$ cat src/rtl/present_decrypt.sv
// Iterative PRESENT-80 decryption core: one inverse round per clock with an on-the-fly reversed key schedule.
// Define PRESENT_DECKEY_IN_EN to accept the final round-key register K32 directly and skip key expansion.
module present_decrypt (
  input  logic        clock,
  input  logic        reset_n,
  input  logic        enable_in,
  input  logic [63:0] ciphertext,
  input  logic [79:0] key,
  output logic [63:0] out,
  output logic        enable_out,
  output logic        busy,
  output logic [1:0]  dbg_state
);

  // Handshake: enable_in is a start request honoured only while busy is low;
  // enable_out is a single-cycle strobe during which out carries the plaintext.

  typedef enum logic [1:0] {
    S_IDLE    = 2'd0,
    S_KEYFWD  = 2'd1,
    S_WHITEN  = 2'd2,
    S_DECRYPT = 2'd3
  } state_t;

  state_t      state_q, state_d;
  logic [63:0] st_q, st_d;
  logic [79:0] kreg_q, kreg_d;
  logic [4:0]  cnt_q, cnt_d;
  logic [63:0] out_q, out_d;
  logic        en_out_q, en_out_d;

  logic [79:0] kreg_rev;
  logic [63:0] st_dec;

  function automatic logic [3:0] inv_sbox(input logic [3:0] x);
    logic [3:0] y;
    case (x)
      4'h0: y = 4'h5;
      4'h1: y = 4'hE;
      4'h2: y = 4'hF;
      4'h3: y = 4'h8;
      4'h4: y = 4'hC;
      4'h5: y = 4'h1;
      4'h6: y = 4'h2;
      4'h7: y = 4'hD;
      4'h8: y = 4'hB;
      4'h9: y = 4'h4;
      4'hA: y = 4'h6;
      4'hB: y = 4'h3;
      4'hC: y = 4'h0;
      4'hD: y = 4'h7;
      4'hE: y = 4'h9;
      default: y = 4'hA;
    endcase
    return y;
  endfunction

  // Forward pLayer sends bit i to 16*i mod 63 (bit 63 fixed); undo it by gathering.
  function automatic logic [63:0] inv_perm(input logic [63:0] s);
    logic [63:0] ip;
    ip = '0;
    for (int j = 0; j < 63; j++) begin
      ip[j] = s[(j * 16) % 63];
    end
    ip[63] = s[63];
    return ip;
  endfunction

  function automatic logic [63:0] inv_round(input logic [63:0] s, input logic [63:0] rk);
    logic [63:0] p;
    logic [63:0] q;
    p = inv_perm(s);
    q = '0;
    for (int n = 0; n < 16; n++) begin
      q[n*4 +: 4] = inv_sbox(p[n*4 +: 4]);
    end
    return q ^ rk;
  endfunction

  function automatic logic [79:0] key_rev(input logic [79:0] k, input logic [4:0] c);
    logic [79:0] t;
    t = k;
    t[19:15] = t[19:15] ^ c;
    t[79:76] = inv_sbox(t[79:76]);
    return {t[60:0], t[79:61]};
  endfunction

`ifndef PRESENT_DECKEY_IN_EN
  function automatic logic [3:0] sbox(input logic [3:0] x);
    logic [3:0] y;
    case (x)
      4'h0: y = 4'hC;
      4'h1: y = 4'h5;
      4'h2: y = 4'h6;
      4'h3: y = 4'hB;
      4'h4: y = 4'h9;
      4'h5: y = 4'h0;
      4'h6: y = 4'hA;
      4'h7: y = 4'hD;
      4'h8: y = 4'h3;
      4'h9: y = 4'hE;
      4'hA: y = 4'hF;
      4'hB: y = 4'h8;
      4'hC: y = 4'h4;
      4'hD: y = 4'h7;
      4'hE: y = 4'h1;
      default: y = 4'h2;
    endcase
    return y;
  endfunction

  function automatic logic [79:0] key_fwd(input logic [79:0] k, input logic [4:0] c);
    logic [79:0] t;
    t = {k[18:0], k[79:19]};
    t[79:76] = sbox(t[79:76]);
    t[19:15] = t[19:15] ^ c;
    return t;
  endfunction
`endif

  assign kreg_rev = key_rev(kreg_q, cnt_q);
  assign st_dec   = inv_round(st_q, kreg_rev[79:16]);

  always_comb begin
    state_d  = state_q;
    st_d     = st_q;
    kreg_d   = kreg_q;
    cnt_d    = cnt_q;
    out_d    = out_q;
    en_out_d = 1'b0;
    case (state_q)
      S_IDLE: begin
        if (enable_in) begin
          kreg_d = key;
          st_d   = ciphertext;
`ifdef PRESENT_DECKEY_IN_EN
          cnt_d   = 5'd31;
          state_d = S_WHITEN;
`else
          cnt_d   = 5'd1;
          state_d = S_KEYFWD;
`endif
        end
      end
      S_KEYFWD: begin
`ifdef PRESENT_DECKEY_IN_EN
        state_d = S_IDLE;
`else
        kreg_d = key_fwd(kreg_q, cnt_q);
        // cnt saturates at 31 here; WHITEN reloads it anyway.
        if (cnt_q == 5'd31) begin
          state_d = S_WHITEN;
        end else begin
          cnt_d = cnt_q + 5'd1;
        end
`endif
      end
      S_WHITEN: begin
        st_d    = st_q ^ kreg_q[79:16];
        cnt_d   = 5'd31;
        state_d = S_DECRYPT;
      end
      S_DECRYPT: begin
        st_d   = st_dec;
        kreg_d = kreg_rev;
        if (cnt_q == 5'd1) begin
          out_d    = st_dec;
          en_out_d = 1'b1;
          state_d  = S_IDLE;
        end else begin
          cnt_d = cnt_q - 5'd1;
        end
      end
      default: begin
        state_d = S_IDLE;
      end
    endcase
  end

  always_ff @(posedge clock or negedge reset_n) begin
    if (!reset_n) begin
      state_q  <= S_IDLE;
      st_q     <= '0;
      kreg_q   <= '0;
      cnt_q    <= '0;
      out_q    <= '0;
      en_out_q <= 1'b0;
    end else begin
      state_q  <= state_d;
      st_q     <= st_d;
      kreg_q   <= kreg_d;
      cnt_q    <= cnt_d;
      out_q    <= out_d;
      en_out_q <= en_out_d;
    end
  end

  assign out        = out_q;
  assign enable_out = en_out_q;
  assign busy       = (state_q != S_IDLE);
  assign dbg_state  = state_q;

endmodule

$ cat config.mk
export PLATFORM = sky130hd
export DESIGN_NAME = present_decrypt
export DESIGN_NICKNAME = d
export VERILOG_FILES = /design/src/rtl/present_decrypt.sv
export SDC_FILE = /design/constraint.sdc
export NUM_CORES = 1
export LEC_CHECK = 0
export ABC_AREA = 1
export CAP_MARGIN = 5
export CORE_ASPECT_RATIO = 0.7
export CORE_MARGIN = 1.5
export CORE_UTILIZATION = 55
export DETAILED_ROUTE_END_ITERATION = 8
export GPL_ROUTABILITY_DRIVEN = 0
export PLACE_DENSITY_LB_ADDON = 0.05
export SYNTH_ARGS = -nofsm -noshare
export SYNTH_HDL_FRONTEND = slang
export SYNTH_SLANG_ARGS = --single-unit
$ cat constraint.sdc
create_clock -name clock -period 5.1 [get_ports clock]
set_input_delay 1.02 -clock clock [delete_from_list [all_inputs] [get_ports clock]]
set_output_delay 1.02 -clock clock [all_outputs]
set_load 0.02 [all_outputs]
==> summary.md, run 1 <==
| Metric | Value |
|---|---|
| Count of pins over their slew limit | 0 |
| Clk_lat worst skew | 0.55 ns |
| Vias in the first global route | about 15,000 |
| Area delta synth->final | 19.5% |
| Status | completed |
| Comb pwr share | 63.1% |
| Least-Margin Pin Slew | 0.953 ns |
| Number of library cell types mapped by synthesis | 33 |
| Initial antenna violation count | 0 |
| Post-synth EDFFs | 0 |
| Layout cells sized above 1 | 3.08% |
| Dominant cell by count in the synthesized netlist | nand2_1 |
| Hold Crit Class | in -> async |
| Final worst path period need | 3.15 ns |
| Crit Path Class | reg -> out |
| Clk pwr share | 11.8% |
| H-tree lvl count | 1 |
| Total number of vias | 17,000 |
| Multi-input logic area | slightly below 0.009 mm^2 |
| Die Wd | 205 um |
| Clock buffer depth | 3 |
| Syn Nets | around 2,500 |
| Flop pwr share | 25.0% |
| Warnings from Yosys | 0 |
| Sw Share | 55.0% |
| Register area | 0.00541 mm^2 |
| Number of fill cells | between 2,000 and 2,500 |
| Rows | 51 |
| Core box area | 0.0279 mm^2 |
| Ports | 215 |
| Ratio of final minimum period to clock period | 61.8% |
| Antenna viol nets, final | 0 |
| Register area share after synthesis | ~34% |
| Fin util | ~67% |
| PostCTS Resize Cnt | 0 |
| Post-layout net count | 2,683 |
| Largest area contributor in the netlist | dfrtp_1 |
| Mapped Area | 0.0157 mm^2 |
| DIE AREA | 0.0297 mm^2 |
| Prevailing post-synth register cell | dfrtp_1 |
| Cells after Synth | 2,266 |
| Asr flop ratio synth | between 90% and 100% |
| Syn avg cell area | 6.94 um^2 |
| Final setup viols | 0 |
| Grt total ovfl | 0 |
| Postcts setup bufs | 0 |
| Arr. time, crit path | 2.13 ns |
| Worst path required time | 4.08 ns |
| DR iter-0 viols | 2,604 |
| Largest net degree at the start of global routing | 103 |
| Hold Vio Cnt, Final | 0 |
| Yosys reg bits | roughly 220 |
| Maximum capacitance violations | 0 |
| Total Routed Length | 59,200 um |
| Max_slew headroom | 36.5% |
| Endpoint type of the worst setup path | output pin |
| Clock skew | 0.00865 ns |
| First-pass GRT wire length | 88,600 um |
| Peak VDD IR | 617 uV |
| NetSw | around 8700 uW |
| Top cells by count, synth | nand2_1 (583), inv_1 (277), nand3_1 (277) |
| Initial Utilization | 56.3% |
| Leak | approximately 0.0095 uW |
| Die height | 145 um |
| TNS Setup | 0 ns |
| Drt via density | slightly above 6 |
| TritonCTS clock tree | built |
| Clk sinks | approximately 220 |
| CP Max Fanout | 6 |
| TritonCTS Buffers | 24 |
| Internal | 7100 uW |
| RSZ-0062 raised after global routing | no |
| Dominant cells by area after synthesis | dfrtp_1 (34%), nand2_1 (14%), ha_1 (9.5%) |
| Startpoint Class | flip-flop |
| Hold_buf cts | 0 |
| Top cell type's share of synthesized area | 34.3% |
| Clk pin slew, worst setup/hold paths | 0.07 ns |
| Clock root buffer | clkbuf_16 |
| Hpwl dp | approximately 43,000 um |
| All-Layer GR Usage | 39.5% |
| Post-route DRC | 0 |
| Drt first pass iters | 8 |
| Pwr dens | 839 mW/mm^2 |
| N_diodes | 0 |
| IO buf count | about 210 |
| Avg WL per Cell | 21.1 um |
| Highest Clock Rate | 317 MHz |
-- worst paths after layout --
kind                                     startpoint                  end  slack, ns  cells past startpoint
max reg2reg                dbg_state[0]$_DFFE_PN0P_  out[53]$_DFFE_PN0P_       2.28                      6
min in group clock              out[36]$_DFFE_PN0P_  out[36]$_DFFE_PN0P_       0.48                      2
min                                         reset_n   out[2]$_DFFE_PN0P_       0.48                      1
max in group asynchronous                   reset_n   out[6]$_DFFE_PN0P_       3.56                      2
max                        dbg_state[0]$_DFFE_PN0P_                 busy       1.95                      4
min reg2reg                     out[36]$_DFFE_PN0P_  out[36]$_DFFE_PN0P_       0.48                      2
-- registers in the layout, summed over array words and instances, names as in the netlist --
name        cells
cnt_q           5
dbg_state       2
enable_out      1
kreg_q         80
out            64
st_q           64
-- stage by stage --
stage / instances / hold slack [ns] / total power (uW) / instance area [um^2] / setup slack (ns)
after global placement: 2762 / 0.463 / 13100 / 18000 / 2.00
final: 2805 / 0.476 / 15800 / 18800 / 1.95
after floorplan: 2266 / 0.497 / 10400 / 15700 / 3.09
after detailed placement: 2762 / 0.464 / 13400 / 18000 / 1.92
after global routing: 2805 / 0.505 / 16900 / 18800 / 1.88
after CTS: 2805 / 0.481 / 15400 / 18800 / 1.93
-- critical path, stage by stage (launching register included) --
cell and delay, ns:
dfrtp_1 0.44, inv_1 0.13, ha_1 0.28, inv_2 0.12
clkdlybuf4s50_1 0.61
-- power groups by stage --
| stage | logic (uW) | clock network [uW] | registers, uW |
|---|---|---|---|
| global placement | 9280 | 0 | 3860 |
| global route | 11000 | 1930 | 4040 |
| finish | 9960 | 1860 | 3950 |
| CTS | 9640 | 1870 | 3870 |
| detailed placement | 9560 | 0 | 3880 |
| floorplan | 6720 | 0 | 3650 |
-- cell type report --
cell class	count	area share, %
clock inverter	8	0.506
clock buffer	35	3.85
timing repair buffer	233	12.3
inverter	284	5.67
multi-input combinational	1658	46.5
sequential	216	28.7
tap	371	2.47
-- cells in the final DEF, fill, tap and decap left out, types with 4 or more instances in the layout --
master	n
a211oi_1	64
a21oi_1	163
a22oi_1	38
a31oi_1	7
buf_4	17
clkbuf_1	4
clkbuf_16	25
clkbuf_8	6
clkdlybuf4s50_1	213
clkinv_2	4
dfrtp_1	216
ha_1	118
inv_1	276
inv_2	8
nand2_1	583
nand3_1	277
nor2_1	156
o211ai_1	10
o21ai_0	127
o21ai_1	7
o22ai_1	85
xnor2_1	7
-- cells by family after synthesis --
kind of cell	count (synthesis)	share of synthesized area [%]
adder cells (fa/ha/maj)	119	9.46
AO/OA/AOI/OAI	503	18.5
XOR/XNOR	9	0.501
buffers and inverters	392	10.2
flip-flops	216	34.3
AND/OR/NAND/NOR	1027	27.0
-- per-layer routing --
| layer | track usage [%] | vias up | part of all wire [%] |
|---|---|---|---|
| met5 | 0 | - | 0 |
| met4 | 11.3 | 0 | 3.3 |
| met3 | 12.4 | 140 | 15 |
| met2 | 56.2 | 1232 | 41 |
| met1 | 57.1 | 7842 | 41 |
| li1 | - | 7825 | - |
(Power assumes the default switching activity.)
==> run 2: changes to the inputs <==
- CORE_UTILIZATION: 55 -> 51
- clock period: 5.1 -> 2.7 ns (I/O delays scaled with it)
==> summary.md, run 2 (synthesized netlist as in run 1, its figures left out) <==
| Metric | Value |
|---|---|
| RSZ-0062 raised after global routing | no (unchanged) |
| Pwr dens | 1590 mW/mm^2 (was 839 mW/mm^2) |
| Initial Utilization | 52.2% (was 56.3%) |
| Maximum capacitance violations | 0 (unchanged) |
| Total Routed Length | 61,400 um (was 59,200 um) |
| Most frequent cells in the layout | nand2_1 (583), nand3_1 (277), inv_1 (276), dfrtp_1 (216), clkdlybuf4s50_1 (213) (unchanged) |
| Antenna viol nets, final | 0 (unchanged) |
| Count of pins over their slew limit | 0 (unchanged) |
| Core box area | 0.0302 mm^2 (was 0.0279 mm^2) |
| TritonCTS clock tree | built (unchanged) |
| Post-route DRC | 0 (unchanged) |
| Hold_ws | 0.477 ns (was 0.476 ns) |
| Layout cells sized above 1 | 3.51% (was 3.08%) |
| Final setup viols | 0 (unchanged) |
| CP Max Fanout | 6 (unchanged) |
| Final worst path period need | 2.64 ns |
| PostCTS Resize Cnt | 0 (unchanged) |
| Initial antenna violation count | 3 (was 0) |
| Clock root buffer | clkbuf_16 (unchanged) |
| Max reg flops | 80 (unchanged) |
| H-tree lvl count | 1 (unchanged) |
| Hold_sp | out[47]$_DFFE_PN0P_ |
| Ports | 215 (unchanged) |
| Worst path required time | 2.16 ns (was 4.08 ns) |
| Largest net degree at the start of global routing | 80 (was 103) |
| Max_slew headroom | 43.4% (was 36.5%) |
| DR iter-0 viols | 2,201 (was 2,604) |
| Arr. time, crit path | 2.10 ns (was 2.13 ns) |
| Highest Clock Rate | 379 MHz |
| First-pass GRT wire length | 91,100 um (was 88,600 um) |
| IO buf count | 214 (unchanged) |
| Startpoint Class | flip-flop (unchanged) |
| Ratio of final minimum period to clock period | 97.8% |
| Area delta synth->final | 21.0% (was 19.5%) |
| Hold endpoint | out[47]$_DFFE_PN0P_ |
| TritonCTS Buffers | 24 (unchanged) |
| Avg WL per Cell | 21.5 um (was 21.1 um) |
| Clk sinks | 216 (unchanged) |
| Drt first pass iters | 6 (was 8) |
| Clock skew | 0.0140 ns (was 0.00865 ns) |
| Status | completed (unchanged) |
| Crit Path Class | reg -> out (unchanged) |
| Reg2reg end | cnt_q[3]$_DFFE_PN0P_ (was out[53]$_DFFE_PN0P_) |
| Die Wd | 213 um (was 205 um) |
| Clock buffer depth | 3 (unchanged) |
| Endpoint type of the worst setup path | output pin (unchanged) |
| Total number of vias | 17,100 (was 17,000) |
| Reg2reg start | cnt_q[1]$_DFFE_PN0P_ (was dbg_state[0]$_DFFE_PN0P_) |
| Postcts setup bufs | 0 (unchanged) |
| Drt via density | 5.99 (was 6.07) |
| Die height | 150 um (was 145 um) |
| R2R setup slack | 0.48 ns (was 2.28 ns) |
| Largest Register | kreg_q (unchanged) |
| Clk_lat worst skew | 0.54 ns (was 0.55 ns) |
| Leading cell type in the layout, fill and taps excluded | nand2_1 (unchanged) |
| Vias in the first global route | 15,500 (was 15,300) |
| Post-layout power | 30,200 uW (was 15,800 uW) |
| Peak VDD IR | 793 uV (was 617 uV) |
| Post-layout net count | 2,698 (was 2,683) |
| Register-to-Register Path Depth | 8 (was 6) |
| Clk pin slew, worst setup/hold paths | 0.06 ns (was 0.07 ns) |
| WHS Path Cells | 2 |
| N_diodes | 0 (unchanged) |
| Hold Vio Cnt, Final | 0 (unchanged) |
| Least-Margin Pin Slew | 0.843 ns (was 0.953 ns) |
| Grt total ovfl | 0 (unchanged) |
| Hold_buf cts | 1 (was 0) |
| DIE AREA | 0.0319 mm^2 (was 0.0297 mm^2) |
| TNS Setup | 0 ns (unchanged) |
| All-Layer GR Usage | 38.2% (was 39.5%) |
| Hold Crit Class | reg -> reg (was in -> async) |
| Hpwl dp | 45,300 um (was 43,100 um) |
| Rows | 53 (was 51) |
| Leak | 0.00957 uW (was 0.00947 uW) |
-- run 2: cell types whose count changed in the layout (fill, tap and decap cells not counted), sizes merged --
cell,delta
clkinvlp,-2
buf,+14
dlygate4sd3,+1
bufinv,-2
clkbuf,+4
-- run 2: worst max-delay path: stages (launching register included) --
cell             delay, ns
dfrtp_1               0.45
inv_1                 0.13
ha_1                  0.26
inv_2                 0.11
clkdlybuf4s50_1       0.61
-- run 2: layout make-up --
type | instances | area [um^2]
multi-input combinational | 1658 | 8740
clock inverter | 4 | 23.8
inverter | 284 | 1070
clock buffer | 39 | 748
timing repair buffer | 248 | 2540
tap | 412 | 515
fill | 2740 | 11100
sequential | 216 | 5410
-- run 2: worst max-delay path by stage --
stage                              from                    to  slack [ns]  cells after the start
2_1_floorplan  dbg_state[0]$_DFFE_PN0P_  st_q[19]$_DFFE_PN0P_        0.84                     11
3_3_place_gp                  enable_in  st_q[41]$_DFFE_PN0P_        0.52                      9
3_5_place_dp                  enable_in  st_q[46]$_DFFE_PN0P_        0.48                      9
4_1_cts        dbg_state[0]$_DFFE_PN0P_                  busy        0.07                      4
5_1_grt        dbg_state[0]$_DFFE_PN0P_                  busy       0.005                      4
6_report       dbg_state[0]$_DFFE_PN0P_                  busy        0.06                      4
-- run 2: power breakdown --
| group | switching, uW | internal, uW |
|---|---|---|
| combinational | 12900 | 6630 |
| sequential | 2350 | 5030 |
| clock | 1460 | 1890 |
-- run 2: routing by layer --
layer / track usage [%] / part of all wire [%]
met1: 54.1 / 42
met2: 54.2 / 41
met3: 13.4 / 14
met4: 11.6 / 3.2
met5: 0 / 0.037
-- run 2: metrics by stage --
step / utilization [%] / area, um^2 / std cells / setup WS (ns)
6_report: 63.1 / 19000 / 2861 / 0.0600
5_1_grt: 63.1 / 19000 / 2861 / 0.00543
4_1_cts: 63.1 / 19000 / 2861 / 0.0714
3_5_place_dp: 60.5 / 18300 / 2817 / 0.480
3_3_place_gp: 60.5 / 18300 / 2817 / 0.519
2_1_floorplan: - / 15700 / 2266 / 0.838
==> run 3: changes to the inputs <==
- CORE_UTILIZATION: 51 -> 55
- GPL_ROUTABILITY_DRIVEN: 0 -> not set
- clock period: 2.7 -> 2.6 ns (I/O delays scaled with it)
==> summary.md, run 3 (synthesized netlist as in run 1, its figures left out) <==
| Metric | Value |
|---|---|
| Ratio of final minimum period to clock period | 89.3% |
| Maximum capacitance violations | 0 (unchanged) |
| Pwr dens | 1650 mW/mm^2 (was 1590 mW/mm^2) |
| CP max stage cell | dfrtp_1 (was clkdlybuf4s50_1) |
| Ports | 215 (unchanged) |
| Clk pin slew, worst setup/hold paths | 0.06 ns (about the same) |
| First-pass GRT wire length | 90,700 um (was 91,100 um) |
| Postcts setup bufs | 0 (unchanged) |
| Peak VDD IR | 897 uV (was 793 uV) |
| Clock root buffer | clkbuf_16 (unchanged) |
| Flop pwr share | 24.2% (was 24.4%) |
| Arr. time, crit path | 1.80 ns (was 2.10 ns) |
| Core box area | 0.0279 mm^2 (was 0.0302 mm^2) |
| Vias in the first global route | 15,600 (was 15,500) |
| Rows | 51 (was 53) |
| CP max stage delay | 0.44 ns (was 0.61 ns) |
| Post-layout net count | 2,702 (was 2,698) |
| Hpwl dp | 45,800 um (was 45,300 um) |
| NetSw | 17,300 uW (was 16,700 uW) |
| Crit Path Class | reg -> out (unchanged) |
| Initial Utilization | 56.3% (was 52.2%) |
| Startpoint Class | flip-flop (unchanged) |
| Internal | 14,200 uW (was 13,600 uW) |
| Grt total ovfl | 0 (unchanged) |
| Largest Register | kreg_q (unchanged) |
| GPL Wtd Cong | 1.01 |
| TritonCTS clock tree | built (unchanged) |
| Area delta synth->final | 21.1% (was 21.0%) |
| Clock buffer depth | 3 (unchanged) |
| DIE AREA | 0.0297 mm^2 (was 0.0319 mm^2) |
| PostCTS Resize Cnt | 1 (was 0) |
| Dpl ws | 0.397 ns (was 0.480 ns) |
| Max_slew headroom | 48.5% (was 43.4%) |
| Drt first pass iters | 7 (was 6) |
| Clock skew | 0.0167 ns (was 0.0140 ns) |
| Max reg flops | 80 (unchanged) |
| Endpoint type of the worst setup path | output pin (unchanged) |
| Number of fill cells | 2,433 (was 2,740) |
| Cell family with most CP delay | buffers and inverters (unchanged) |
| Worst path required time | 2.08 ns (was 2.16 ns) |
| Hold_buf cts | 0 (was 1) |
| Leak | 0.00960 uW (was 0.00957 uW) |
| Clk pwr share | 11.0% (was 11.1%) |
| Most frequent cells in the layout | nand2_1 (583), nand3_1 (277), inv_1 (276), dfrtp_1 (216), clkdlybuf4s50_1 (212) (was nand2_1 (583), nand3_1 (277), inv_1 (276), dfrtp_1 (216), clkdlybuf4s50_1 (213)) |
| Highest Clock Rate | 431 MHz |
| Die height | 145 um (was 150 um) |
| IO buf count | 214 (unchanged) |
| Initial antenna violation count | 5 (was 3) |
| Final worst path period need | 2.32 ns |
| Largest net degree at the start of global routing | 83 (was 80) |
| Worst path bufs/invs | 3 (unchanged) |
| Hold Crit Class | in -> async (was reg -> reg) |
| Final setup viols | 0 (unchanged) |
| CP Max Fanout | 6 (unchanged) |
| Avg WL per Cell | 21.7 um (was 21.5 um) |
| Failing checks | hold timing |
| Comb pwr share | 64.8% (was 64.5%) |
| Total number of vias | 17,100 (about the same) |
| Hold Vio Cnt, Final | 6 (was 0) |
| Drt via density | 6.05 (was 5.99) |
| Hold_ws | -0.0385 ns (was 0.477 ns) |
| Total Routed Length | 61,300 um (was 61,400 um) |
| RSZ-0062 raised after global routing | no (unchanged) |
| Clk sinks | 216 (unchanged) |
| PnR worst setup slack | 0.277 ns (was 0.0600 ns) |
| Reg2reg start | dbg_state[0]$_DFFE_PN0P_ (was cnt_q[1]$_DFFE_PN0P_) |
| Antenna viol nets, final | 0 (unchanged) |
| Post-route DRC | 0 (unchanged) |
| Cell Chain, Critical Path | inv_1 > ha_1 > inv_2 > dlygate4sd2_1 (was inv_1 > ha_1 > inv_2 > clkdlybuf4s50_1) |
| H-tree lvl count | 1 (unchanged) |
| Setup crit start | dbg_state[0]$_DFFE_PN0P_ (unchanged) |
| Fin util | 68.2% (was 63.1%) |
| Leading cell type in the layout, fill and taps excluded | nand2_1 (unchanged) |
| DR iter-0 viols | 2,371 (was 2,201) |
| TNS Setup | 0 ns (unchanged) |
| Least-Margin Pin Slew | 0.772 ns (was 0.843 ns) |
| Die Wd | 205 um (was 213 um) |
| Sw Share | 54.8% (was 55.2%) |
| Layout cells sized above 1 | 3.67% (was 3.51%) |
| All-Layer GR Usage | 40.9% (was 38.2%) |
| Count of pins over their slew limit | 0 (unchanged) |
| Status | complete, but fails checks (was completed) |
| TritonCTS Buffers | 23 (was 24) |
| Clk_lat worst skew | 0.55 ns (was 0.54 ns) |
run 3: changes by cell type in the layout (fill, tap and decap cells not counted), sizes merged:
cell and delta:
bufinv +2, buf +6, clkbuf -3, dlygate4sd3 -1
dlygate4sd2 +1, clkdlybuf4s50 -1, diode +2, clkinv -2
run 3: layout make-up:
class	instances	area [um^2]	share of cell area [%]
clock inverter	4	70.1	0.368
tap	371	464	2.44
timing repair buffer	253	2610	13.7
antenna	2	5.00	0.0263
multi-input combinational	1658	8740	45.8
inverter	284	1070	5.59
sequential	216	5410	28.4
clock buffer	36	694	3.64
run 3: layer usage:
metal | GRT usage (%) | up-vias | part of all wire, %
li1 | - | 7852 | -
met1 | 55.9 | 7914 | 40
met2 | 58.0 | 1152 | 41
met3 | 15.6 | 161 | 15
met4 | 14.1 | 8 | 3.9
met5 | 8.67 | - | 0.57
run 3: final timing paths:
kind                            slack, ns                endpoint  depth (start not counted)
worst max-delay path                 0.28                    busy                          4
worst min-delay path                -0.04      out[2]$_DFFE_PN0P_                          1
worst max register to register       0.43    st_q[43]$_DFFE_PN0P_                          9
worst min register to register       0.48     out[19]$_DFFE_PN0P_                          2
max in group asynchronous            1.88  kreg_q[29]$_DFFE_PN0P_                          2
min in group clock                   0.48     out[19]$_DFFE_PN0P_                          2
run 3: power groups by stage:
| stage | registers (uW) | clock network (uW) | logic [uW] |
|---|---|---|---|
| 2_1_floorplan | 7160 | 0 | 13200 |
| 3_3_place_gp | 7430 | 0 | 19200 |
| 3_5_place_dp | 7480 | 0 | 19700 |
| 4_1_cts | 7460 | 3480 | 19800 |
| 5_1_grt | 7780 | 3580 | 22400 |
| 6_report | 7620 | 3480 | 20400 |
run 3: stage by stage:
stage               hold WS [ns]  std cells  power [uW]  area (um^2)
finish                   -0.0385       2824       31500        19100
global route              0.0178       2823       33700        19100
detailed placement         0.465       2782       27200        18300
global placement           0.463       2782       26600        18300
floorplan                  0.224       2266       20300        15700
CTS                      0.00879       2822       30800        19000
==> patch (settings of run 3) <==
Take the reset off `st_q` and load it in a clocked block of its own.
--- a/src/rtl/present_decrypt.sv
+++ b/src/rtl/present_decrypt.sv
@@ -180,14 +180,12 @@
   always_ff @(posedge clock or negedge reset_n) begin
     if (!reset_n) begin
       state_q  <= S_IDLE;
-      st_q     <= '0;
       kreg_q   <= '0;
       cnt_q    <= '0;
       out_q    <= '0;
       en_out_q <= 1'b0;
     end else begin
       state_q  <= state_d;
-      st_q     <= st_d;
       kreg_q   <= kreg_d;
       cnt_q    <= cnt_d;
       out_q    <= out_d;
@@ -195,6 +193,10 @@
     end
   end
 
+  always_ff @(posedge clock) begin
+    st_q <= st_d;
+  end
+
   assign out        = out_q;
   assign enable_out = en_out_q;
   assign busy       = (state_q != S_IDLE);
Check against the original RTL: same outputs for any inputs over 4 cycles, from zero or initial values and one cycle with reset_n low; that may be too few to reach the edited logic, so the function may still have changed.
==> patch against run 3 <==
- utilization up 5.1 points
- sequential cell count up 64
- synthesized area rose by 11%
- worst setup slack got worse by 230 ps
- worst hold slack better by 510 ps
- design area grew 20%
- register-to-register slack worse by 390 ps
- clock skew decreased by 7.1 ps
- wire length increased by 8.7%
- critical path type is now flop to flop
Power is left out: the tool's default activity adds up to more than one toggle a clock period on the data nets, which glitch-free logic cannot reach.
==> patch: results (changes against run 3) <==
* Largest incremental delay on the critical path at 370 ps (-70 ps)
* Netlist cell types at 42 (+27%)
* Met3 WL post-DR at 8.00 mm (-12%)
* Clock network share of area at 4.22% (+0.21 points)
* Seq cells at 280 (+30%)
* GR Layer Usage met2 at 57.5% (-0.52 points)
* Drt pass-1 iters at 8 (+1)
* Sequential area share after synthesis at 40.2% (+5.9 points)
* Clock latency on the worst-skew pair at 580 ps (+30 ps)
* Fraction of layout instances using a drive strength above 1 at 13.8% (+10 points)
* Clock buffer depth at 3 (unchanged)
* Syn Nets at 2583 (+2.0%)
* Ant diodes at 0 (-2)
* Vias in the first global route at 16500 (+5.6%)
* Multi-input gate area at 9230 µm² (+5.7%)
* Crit path DAT at 3040 ps (+1240 ps)
* # fillers at 2446 (+0.53%)
* Hpwl dp at 48.9 mm (+6.9%)
* TritonCTS Buffers at 30 (+30%)
* Data buffer area share at 18.2% (+4.5 points)
* Critical-path top delay cell: dfrtp_2
* Nets at 2936 (+8.7%)
* Dominant cells by area after synthesis: dfrtp_1, nand2_1, edfxtp_1, ha_1, dfxtp_1
* Met1 Usage GRT at 53.5% (-2.3 points)
* Via Count at 17900 (+4.7%)
* Final wirelength at 66.6 mm (+8.7%)
* Hold_buf cts at 1 (+1)
* Multi-input comb cells at 1691 (+2.0%)
* Tot GR Track Use at 38.8% (-2.1 points)
* Clock skew at 9.66 ps (-7.08 ps)
* Initial antenna violation count at 1 (-4)
* GRT met3 Usage at 10.5% (-5.1 points)
* Post-CTS Setup Bufs at 6 (+6)
* Max_slew headroom at 60.1% (+12 points)
* Met1 Wirelength at 26.8 mm (+9.2%)
* Synth-to-Final Area Change at 31.0%
* Largest net degree at the start of global routing at 84 (+1.2%)
* Async SR Flop Fraction at 54.3% (-46 points)
* Inverters at 244 (-14%)
* EDFF count, synth at 64 (+64)
* Largest fanout on the critical path at 7 (+1)
* First-pass GRT wire length at 96.9 mm (+6.8%)
* DRT iter0 DRCs at 2458 (+3.7%)
* Nonclk buf count at 425 (+68%)
* Hold WC Path Type: flop to flop
* Seq/total area at 30.7% (+2.3 points)
* Cts repair resizes at 4 (+3)
* DR WL met2 at 28.5 mm (+15%)
* Top sig layer: met4
* Status: finished, final reports clean
==> patch: metrics by stage <==
stage	setup WS (ps)	instance area, µm²	instances	setup TNS (ps)
after floorplan	17.0	17400	2319	0
final	43.0	22800	3116	0
after detailed placement	-158	21100	3026	-4710
after global placement	-134	21100	3026	-3000
after CTS	4.17	22100	3090	0
after global routing	-48.8	22800	3116	-421
==> patch: path summary, 6_finish.rpt <==
kind	end	depth (start not counted)	slack [ps]
worst min register to register	out[40]	2	470
worst max-delay path	flop	16	40
worst min-delay path	out[40]	2	470
min in group asynchronous	out[60]	3	500
max in group asynchronous	out[10]	3	1620
worst max register to register	flop	16	40
==> patch: cells by family after synthesis <==
family	count (synthesis)	share of synthesized area [%]
and+or+nand+nor	1016	23.9
DFF	280	40.2
adders and majority gates	117	8.41
buffers and inverters	349	8.63
xor gates and xnor gates	61	3.07
AOI/OAI and AO/OA	496	15.8
